$ cat config.mk
export PLATFORM = sky130hd
export DESIGN_NAME = fifo_rd_ctrl
export DESIGN_NICKNAME = d
export VERILOG_FILES = /design/src/rtl/fifo_rd_ctrl.sv
export SDC_FILE = /design/constraint.sdc
export NUM_CORES = 1
export LEC_CHECK = 0
export CAP_MARGIN = 20
export CORE_MARGIN = 1
export CORE_UTILIZATION = 37
export DETAILED_ROUTE_END_ITERATION = 6
export PLACE_DENSITY = 0.68
export RECOVER_POWER = 50
export SLEW_MARGIN = 20
export SYNTH_ARGS = -nofsm -noshare
export SYNTH_HDL_FRONTEND = slang
export SYNTH_SLANG_ARGS = --single-unit
$ cat constraint.sdc
create_clock -name i_clk -period 3.4 [get_ports i_clk]
set_input_delay 0.34 -clock i_clk [delete_from_list [all_inputs] [get_ports i_clk]]
set_output_delay 0.34 -clock i_clk [all_outputs]
set_load 0.05 [all_outputs]
$ cat src/rtl/fifo_rd_ctrl.sv
// Read-side pointer controller for the asynchronous FIFO.
// Tracks the read pointer and derives empty/occupancy from the synced write pointer.
module fifo_rd_ctrl #(
   parameter int ADDR_WIDTH    = 4,
   parameter int AEMPTY_THRESH = 2
) (
   input  logic                  i_clk,
   input  logic                  i_rst,
   input  logic                  i_rd_en,
   input  logic [ADDR_WIDTH:0]   i_wptr_gray_sync,
   output logic [ADDR_WIDTH-1:0] o_rd_addr,
   output logic                  o_mem_rd_en,
   output logic [ADDR_WIDTH:0]   o_rptr_gray,
   output logic                  o_empty,
   output logic                  o_aempty,
   output logic [ADDR_WIDTH:0]   o_rd_count,
   output logic                  o_underflow
);

   localparam int PW = ADDR_WIDTH + 1;
   localparam logic [PW-1:0] AE_TH = PW'(AEMPTY_THRESH);

   logic [PW-1:0] rbin;
   logic [PW-1:0] rbin_next;
   logic [PW-1:0] rgray_next;
   logic [PW-1:0] wbin;
   logic [PW-1:0] count_next;
   logic          rd_fire;

   function automatic logic [PW-1:0] gray2bin(input logic [PW-1:0] g);
      logic [PW-1:0] b;
      b[PW-1] = g[PW-1];
      for (int i = PW - 2; i >= 0; i--) begin
         b[i] = b[i+1] ^ g[i];
      end
      return b;
   endfunction

   assign rd_fire     = i_rd_en & ~o_empty & ~i_rst;
   assign o_mem_rd_en = rd_fire;
   assign o_rd_addr   = rbin[ADDR_WIDTH-1:0];

   // Flags are computed from the post-edge pointers so a read and a
   // write-pointer change in the same cycle are both accounted for.
   assign rbin_next  = rbin + {{ADDR_WIDTH{1'b0}}, rd_fire};
   assign rgray_next = rbin_next ^ (rbin_next >> 1);
   assign wbin       = gray2bin(i_wptr_gray_sync);
   assign count_next = wbin - rbin_next;

   always_ff @(posedge i_clk) begin
      if (i_rst) begin
         rbin        <= '0;
         o_rptr_gray <= '0;
         o_empty     <= 1'b1;
         o_aempty    <= 1'b1;
         o_rd_count  <= '0;
         o_underflow <= 1'b0;
      end else begin
         rbin        <= rbin_next;
         o_rptr_gray <= rgray_next;
         o_empty     <= (rgray_next == i_wptr_gray_sync);
         o_aempty    <= (count_next <= AE_TH);
         o_rd_count  <= count_next;
         if (i_rd_en & o_empty) begin
            o_underflow <= 1'b1;
         end
      end
   end

endmodule
Word-level counts from Yosys, hierarchy flattened
Index checks and enable logic that the tools add are counted.
{"block": "totals", "regBits": 18, "in_bits": 8}
{"block": "op_classes", "addsub": 2, "order_cmp": 1, "n_eq_ne": 1, "bitwise": 10}
{"cell": "5-bit by 1-bit adder with 5-bit output", "count": 1}
{"cell": "5-bit == test", "count": 1}
{"cell": "5-bit by 2-bit less-or-equal comparator with 1-bit output (second input constant)", "count": 1}
{"cell": "5-bit subtractor", "count": 1}
{"cell": "5-bit by 4-bit bitwise XOR with 5-bit output", "count": 1}
{"cell": "1-bit bitwise XOR", "count": 4}
{"cell": "1-bit AND", "count": 3}
{"cell": "1-bit inverter", "count": 2}

Depth between registers and ports, before layout
Gate-level depths: netlist (run 1).
{"block": "depth", "depth_word": 6, "depth_mapped": 13}

Worst setup path before layout (run 1)
Ideal clock, no wire load.
{"block": "synth_timing", "path_kind": "input -> register", "start": "input port i_rst", "end": "register o_aempty", "arrival_ps": 3903, "required_time_ps": 3284, "slack_ps": -619, "stages": 12, "path_cell_list": "clkbuf_1 -> nor3b_1 -> ha_1 -> ha_1 -> xnor2_1 -> xnor2_1 -> ha_1 -> a211o_1 -> a41o_1 -> a21oi_2 -> xnor2_1 -> a41o_1"}
{"block": "synth_via", "elab_chain_len": 5}
{"item": "from (decl)", "line_no": "8", "rtl": "input logic i_rst,"}
{"item": "1-bit inverter", "line_no": "39", "rtl": "assign rd_fire = i_rd_en & ~o_empty & ~i_rst;"}
{"item": "1-bit AND", "line_no": "39"}
{"item": "via o_mem_rd_en", "line_no": "12", "rtl": "output logic o_mem_rd_en,"}
{"item": "5-bit by 1-bit adder with 5-bit output", "line_no": "45", "rtl": "assign rbin_next = rbin + {{ADDR_WIDTH{1'b0}}, rd_fire};"}
{"item": "5-bit subtractor", "line_no": "48", "rtl": "assign count_next = wbin - rbin_next;"}
{"item": "5-bit by 2-bit less-or-equal comparator with 1-bit output", "line_no": "62", "rtl": "o_aempty <= (count_next <= AE_TH);"}
{"item": "to (signal assigned)", "line_no": "62"}
{"item": "to (decl)", "line_no": "15", "rtl": "output logic o_aempty,"}
The timed path passes the listed nets, and every way through them passes these cells.
A chain may end at the register's enable or synchronous reset.

Worst setup path in the final report (run 1)
{"block": "layout_timing", "start": "input port i_rst", "end": "register o_aempty"}
{"block": "layout_via", "elab_chain_len": 5}
{"item": "1-bit inverter", "line_no": "39"}
{"item": "1-bit AND", "line_no": "39"}
{"item": "5-bit by 1-bit adder with 5-bit output", "line_no": "45"}
{"item": "5-bit subtractor", "line_no": "48"}
{"item": "5-bit by 2-bit less-or-equal comparator with 1-bit output", "line_no": "62"}
Several ways; a longest one is shown, not always the timed one.

==> impl_metrics.env, run 1 <==
export IMPL_status="finished clean"
export IMPL_crit_fanout=4
export IMPL_antennaDiodeCount=0
export IMPL_fin_crit_sh=0.898
export IMPL_dr_pass1_iters=4
export IMPL_regToRegEndpoint="o_aempty$_SDFF_PP1_"
export IMPL_cts_tree="yes"
export IMPL_setup_tns_final_ns=0
export IMPL_pin_count=26
export IMPL_reg2regPathDepth=12
export IMPL_nNetsFinal=138
export IMPL_ys_types=29
export IMPL_drtAntennaViolNets=0
export IMPL_synth_xor_area_share=0.231
export IMPL_period_needed_ns=3.05
export IMPL_hold_violations=0
export IMPL_portBuffers=25
export IMPL_crit_path_start_kind="primary input"
export IMPL_hp_start="o_underflow$_SDFFE_PP0P_"
export IMPL_clockRootBuffer="clkbuf_4"
export IMPL_yosys_warnings=0
export IMPL_end_kind="flip-flop"
export IMPL_synth_seq_cells=17
export IMPL_final_common_cell="dfxtp_1"
export IMPL_synth_top_family_by_area="XOR/XNOR gates"
export IMPL_max_slew_margin_rel=0.464
export IMPL_syn_area_per_cell_um2=9.89
export IMPL_startpoint="i_rst"
export IMPL_post_cts_setup_buffers=0
export IMPL_power_density_mw_per_mm2=428
export IMPL_drv_cap=0
export IMPL_die_area_mm2=0.00272
export IMPL_fp_dieH_um=52.1
export IMPL_utilization=0.533
export IMPL_grt_pass1_vias=646
export IMPL_antenna_found_initial=0
export IMPL_dpl_cell_area_mm2=0.00123
export IMPL_holdPathStages=2
export IMPL_track_usage=0.141
export IMPL_drv_slew=0
export IMPL_synth_compound_area_share=0.0915
export IMPL_avgRoutedWirePerCell_um=11.2
export IMPL_cp_data_arrival_time_ns=3.24
export IMPL_grt_max_degree=18
export IMPL_die_w_um=52.1
export IMPL_ys_seq_area_frac=0.366
export IMPL_path_class="in -> reg"
export IMPL_vias=715
export IMPL_power_uw=524
export IMPL_timing_rr_start="o_empty$_SDFF_PP1_"
export IMPL_leakage_nw=0.535
export IMPL_ff2ff_setup_slack_ns=0.66
export IMPL_fmax_ghz=0.328
export IMPL_insertion_delay_ns=0.29
export IMPL_cts_buffers=3
export IMPL_cts_buffer_depth=2
export IMPL_syn_area_um2=930
export IMPL_overflow=0
export IMPL_layout_common_cells="dfxtp_1 (17), dlygate4sd3_1 (13), clkdlybuf4s50_1 (12)"
export IMPL_finalSetupViolCount=0
export IMPL_worst_slew_pin_slew_ns=0.798
export IMPL_postCtsHoldBufs=0
export IMPL_htreeDepth=1
export IMPL_cts_resized=0
export IMPL_min_to="o_underflow$_SDFFE_PP0P_"
export IMPL_viasPerCell=4.77
export IMPL_synth_simple_area_share=0.186
export IMPL_worst_ep_required_time_ns=3.59
export IMPL_routed_wl_um=1680
export IMPL_grt_pass1_wl_um=2800
export IMPL_drt_initial_drc_count=8
export IMPL_place_congestion=0.910
export IMPL_cts_sinks=17
export IMPL_peakVddDrop_mv=0.243
export IMPL_syn_to_final_growth_pct=31.6
export IMPL_setup_slack_ns=0.347
export IMPL_dp_cells=146
export IMPL_syn_num_nets=109
export IMPL_fin_skew_ns=0.00425
export IMPL_instances_no_fill=150
export IMPL_clk_pin_slew_ns=0.10
export IMPL_stdcell_area_mm2=0.00122
export IMPL_hold_class="reg -> reg"
export IMPL_netlist_instances=94
export IMPL_synthMuxAreaShare=0.0108
export IMPL_hpwl_um=1390
export IMPL_drive_above_1_share=0.0820
export IMPL_rsz0062_at_grt="no"
export IMPL_timing_hold_ws_ns=0.467
export IMPL_core_mm2=0.00230
export IMPL_start_util=0.405
export IMPL_rows=17
export IMPL_pre_cts_ws_ns=0.0518
export IMPL_synthAdderAreaFrac=0.0942
export IMPL_drc=0
report_power, final:
part	internal (mW)	switching, mW
Clock	0.0437	0.0635
Sequential	0.216	0.00494
Combinational	0.0753	0.121
Total	0.335	0.189
worst max-delay path by stage:
stage,endpoint,cells past startpoint
floorplan,o_aempty$_SDFF_PP1_,12
global placement,o_aempty$_SDFF_PP1_,13
detailed placement,o_aempty$_SDFF_PP1_,13
CTS,o_aempty$_SDFF_PP1_,13
global route,o_aempty$_SDFF_PP1_,13
finish,o_aempty$_SDFF_PP1_,13
cell type report:
class / instances / area (µm²)
fillers: 227 / 1070
multi-input cells: 72 / 556
flip-flops and latches: 17 / 340
repair buffers: 26 / 254
well taps: 28 / 35.0
clock buffers: 3 / 22.5
inverters: 3 / 11.3
clock inverters: 1 / 5.00
flip-flops by register name, summed over array words and instances (netlist names):
register	flops
o_rptr_gray	5
o_underflow	1
rbin	4
o_empty	1
o_rd_count	5
o_aempty	1
Yosys cell counts:
master	count	area [µm²]
nor2b_1	5	31.3
or2_1	1	6.26
nor2_1	11	41.3
a41o_1	2	20.0
nand3_1	3	15.0
a31o_1	1	8.76
a211o_1	1	8.76
xnor2_2	1	16.3
nand2b_1	2	12.5
a21oi_1	3	15.0
nand2_1	3	11.3
or2b_1	1	7.51
xnor2_1	8	70.1
or2_2	2	12.5
xor2_2	1	16.3
nor3b_1	3	22.5
mux2i_1	1	10.0
a21oi_2	1	8.76
xor2_1	7	61.3
o2bb2ai_1	1	8.76
xnor3_2	1	23.8
and2_1	1	6.26
clkbuf_1	2	7.51
xnor2_4	1	27.5
ha_1	7	87.6
o21ai_0	3	15.0
dfxtp_1	17	340
or3_1	1	6.26
inv_1	3	11.3
critical path, cell delays in order:
cell and delay (ns):
dlygate4sd3_1 0.59, nor3b_4 0.24, ha_1 0.19, ha_1 0.26, xnor2_1 0.27, xnor2_1 0.14
ha_1 0.25, nor3b_1 0.17, o21ai_0 0.12, a41o_1 0.21, a21oi_2 0.14, xnor2_1 0.10
a41o_1 0.22
kinds of logic (layout without fill, tap and decap cells):
| kind of cell | after synthesis | in the layout |
|---|---|---|
| multiplexers | 1 | 1 |
| flip-flops | 17 | 17 |
| AO/OA/AOI/OAI | 12 | 12 |
| buffers and inverters | 5 | 33 |
| adder cells (fa/ha/maj) | 7 | 7 |
| AND/OR/NAND/NOR | 33 | 33 |
| XOR/XNOR | 19 | 19 |
layer usage:
metal,up-vias,wire length (µm),track usage
met2,15,825,0.237
met4,0,19,0.0811
met1,330,785,0.176
met3,2,53,0.00877
li1,368,-,-
met5,-,0,0
No activity file was read; power rests on OpenSTA's default activity.
==> inputs of run 2 (changes only) <==
TNS_END_PERCENT = 100   (was default)
==> results of run 2 <==
No change in the layout: final DEF, timing and power equal those of run 1.
==> inputs of run 3 (changes only) <==
ABC_CLOCK_PERIOD_IN_PS = 3200   (was default)
clock period = 3.2 ns   (was 3.4 ns; I/O delays follow)
==> impl_metrics.env, run 3 (synthesized netlist as in run 1, its figures left out) <==
export IMPL_grt_pass1_wl_um=3060
export IMPL_p_clk_frac=0.195
export IMPL_dpl_cell_area_mm2=0.00127
export IMPL_drv_slew=0
export IMPL_insertion_delay_ns=0.28
export IMPL_routed_wl_um=1770
export IMPL_antenna_found_initial=0
export IMPL_grtUsageMet3=0.0175
export IMPL_combPwrFrac=0.388
export IMPL_dr_pass1_iters=4
export IMPL_drtAntennaViolNets=0
export IMPL_fin_crit_sh=0.927
export IMPL_drc=0
export IMPL_fp_dieH_um=52.1
export IMPL_cp_slowest_cell="dlygate4sd3_1"
export IMPL_p_sw_frac=0.355
export IMPL_htreeDepth=1
export IMPL_reg_top3="o_rd_count (5), o_rptr_gray (5), rbin (4)"
export IMPL_path_class="in -> reg"
export IMPL_final_common_cell="dfxtp_1"
export IMPL_crit_path_start_kind="primary input"
export IMPL_clockRootBuffer="clkbuf_4"
export IMPL_period_needed_ns=2.97
export IMPL_critPathBufInv=1
export IMPL_path_cells="dlygate4sd3_1, nor3b_4, ha_1, ha_1, xnor2_1, xnor2_1, ha_1, nor3b_1, o21ai_0, a41o_1, a21oi_2, xnor2_1, a41o_1"
export IMPL_utilization=0.553
export IMPL_drive_above_1_share=0.133
export IMPL_path_delay_family="compound AO/OA/AOI/OAI gates"
export IMPL_worst_slew_pin_slew_ns=0.828
export IMPL_antennaDiodeCount=0
export IMPL_cts_buffers=3
export IMPL_rsz0062_at_grt="no"
export IMPL_p_sw_uw=199
export IMPL_power_density_mw_per_mm2=442
export IMPL_vias=749
export IMPL_instances_no_fill=156
export IMPL_peakVddDrop_mv=0.237
export IMPL_grt_busiest_layer="met2"
export IMPL_leakage_nw=0.559
export IMPL_max_stage_delay_ns=0.58
export IMPL_track_usage=0.155
export IMPL_pwr_share_seq=0.417
export IMPL_post_cts_setup_buffers=0
export IMPL_avgRoutedWirePerCell_um=11.3
export IMPL_nNetsFinal=144
export IMPL_cts_resized=0
export IMPL_core_mm2=0.00230
export IMPL_hpwl_um=1430
export IMPL_crit_fanout=4
export IMPL_grt_use_met1=0.201
export IMPL_drt_initial_drc_count=14
export IMPL_die_w_um=52.1
export IMPL_rows=17
export IMPL_worst_ep_required_time_ns=3.39
export IMPL_dp_cells=152
export IMPL_finalSetupViolCount=0
export IMPL_use_met2=0.244
export IMPL_internal_power_uw=362
export IMPL_setup_tns_final_ns=0
export IMPL_start_util=0.405
export IMPL_overflow=0
export IMPL_syn_to_final_growth_pct=36.6
export IMPL_cp_data_arrival_time_ns=3.15
export IMPL_layout_common_cells="dfxtp_1 (16), dlygate4sd3_1 (13), clkdlybuf4s50_1 (12)"
export IMPL_postCtsHoldBufs=0
export IMPL_timing_hold_ws_ns=0.492
export IMPL_cts_tree="yes"
export IMPL_hold_violations=0
export IMPL_end_kind="flip-flop"
export IMPL_grt_max_degree=18
export IMPL_drv_cap=0
export IMPL_status="finished clean"
export IMPL_portBuffers=25
export IMPL_die_area_mm2=0.00272
export IMPL_cts_buffer_depth=2
export IMPL_max_slew_margin_rel=0.444
export IMPL_place_congestion=0.897
export IMPL_fmax_ghz=0.337
export IMPL_grt_pass1_vias=714
export IMPL_fin_skew_ns=0.00272
export IMPL_stdcell_area_mm2=0.00127
export IMPL_cts_sinks=17
export IMPL_viasPerCell=4.80
export IMPL_clk_pin_slew_ns=0.09
export IMPL_hold_class="reg -> reg"
export IMPL_pin_count=26
-- run 3: changes by cell type in the layout (fill, tap and decap cells not counted), sizes merged --
cell,delta
buf,+6
-- run 3: path summary, 6_finish.rpt --
check / start / end / slack, ns / depth (start not counted)
min reg2reg: o_underflow$_SDFFE_PP0P_ / o_underflow$_SDFFE_PP0P_ / 0.49 / 2
max: i_rst / o_aempty$_SDFF_PP1_ / 0.23 / 13
min: o_underflow$_SDFFE_PP0P_ / o_underflow$_SDFFE_PP0P_ / 0.49 / 2
max reg2reg: o_empty$_SDFF_PP1_ / o_aempty$_SDFF_PP1_ / 0.50 / 12
-- run 3: power groups by stage --
stage	Sequential [mW]	Clock, mW	Combinational, mW
2_1_floorplan	0.303	0	0.0904
3_3_place_gp	0.240	0	0.222
3_5_place_dp	0.240	0	0.224
4_1_cts	0.235	0.113	0.226
5_1_grt	0.236	0.126	0.235
6_report	0.234	0.109	0.218
-- run 3: layer usage --
layer | share of wire | up-vias | wire length [µm]
li1 | - | 381 | -
met1 | 0.48 | 343 | 842
met2 | 0.45 | 21 | 802
met3 | 0.045 | 4 | 79
met4 | 0.025 | 0 | 44
met5 | 0 | - | 0
-- run 3: tightest hold or removal path, stage by stage (launching register included) --
cell and delay [ns]:
dfxtp_1 0.34, a21oi_1 0.04, nor2_1 0.07
-- run 3: metrics by stage --
stage          power, mW  setup WS (ns)
3_3_place_gp       0.462         0.0107
5_1_grt            0.598         0.0413
3_5_place_dp       0.464        -0.0358
2_1_floorplan      0.394         0.0281
4_1_cts            0.574          0.274
6_report           0.561          0.234
-- run 3: layout make-up --
class,instances,area [µm²]
well taps,28,35.0
flip-flops and latches,17,342
fillers,193,1030
clock buffers,3,22.5
repair buffers,32,299
multi-input cells,72,556
inverters,3,11.3
clock inverters,1,5.00
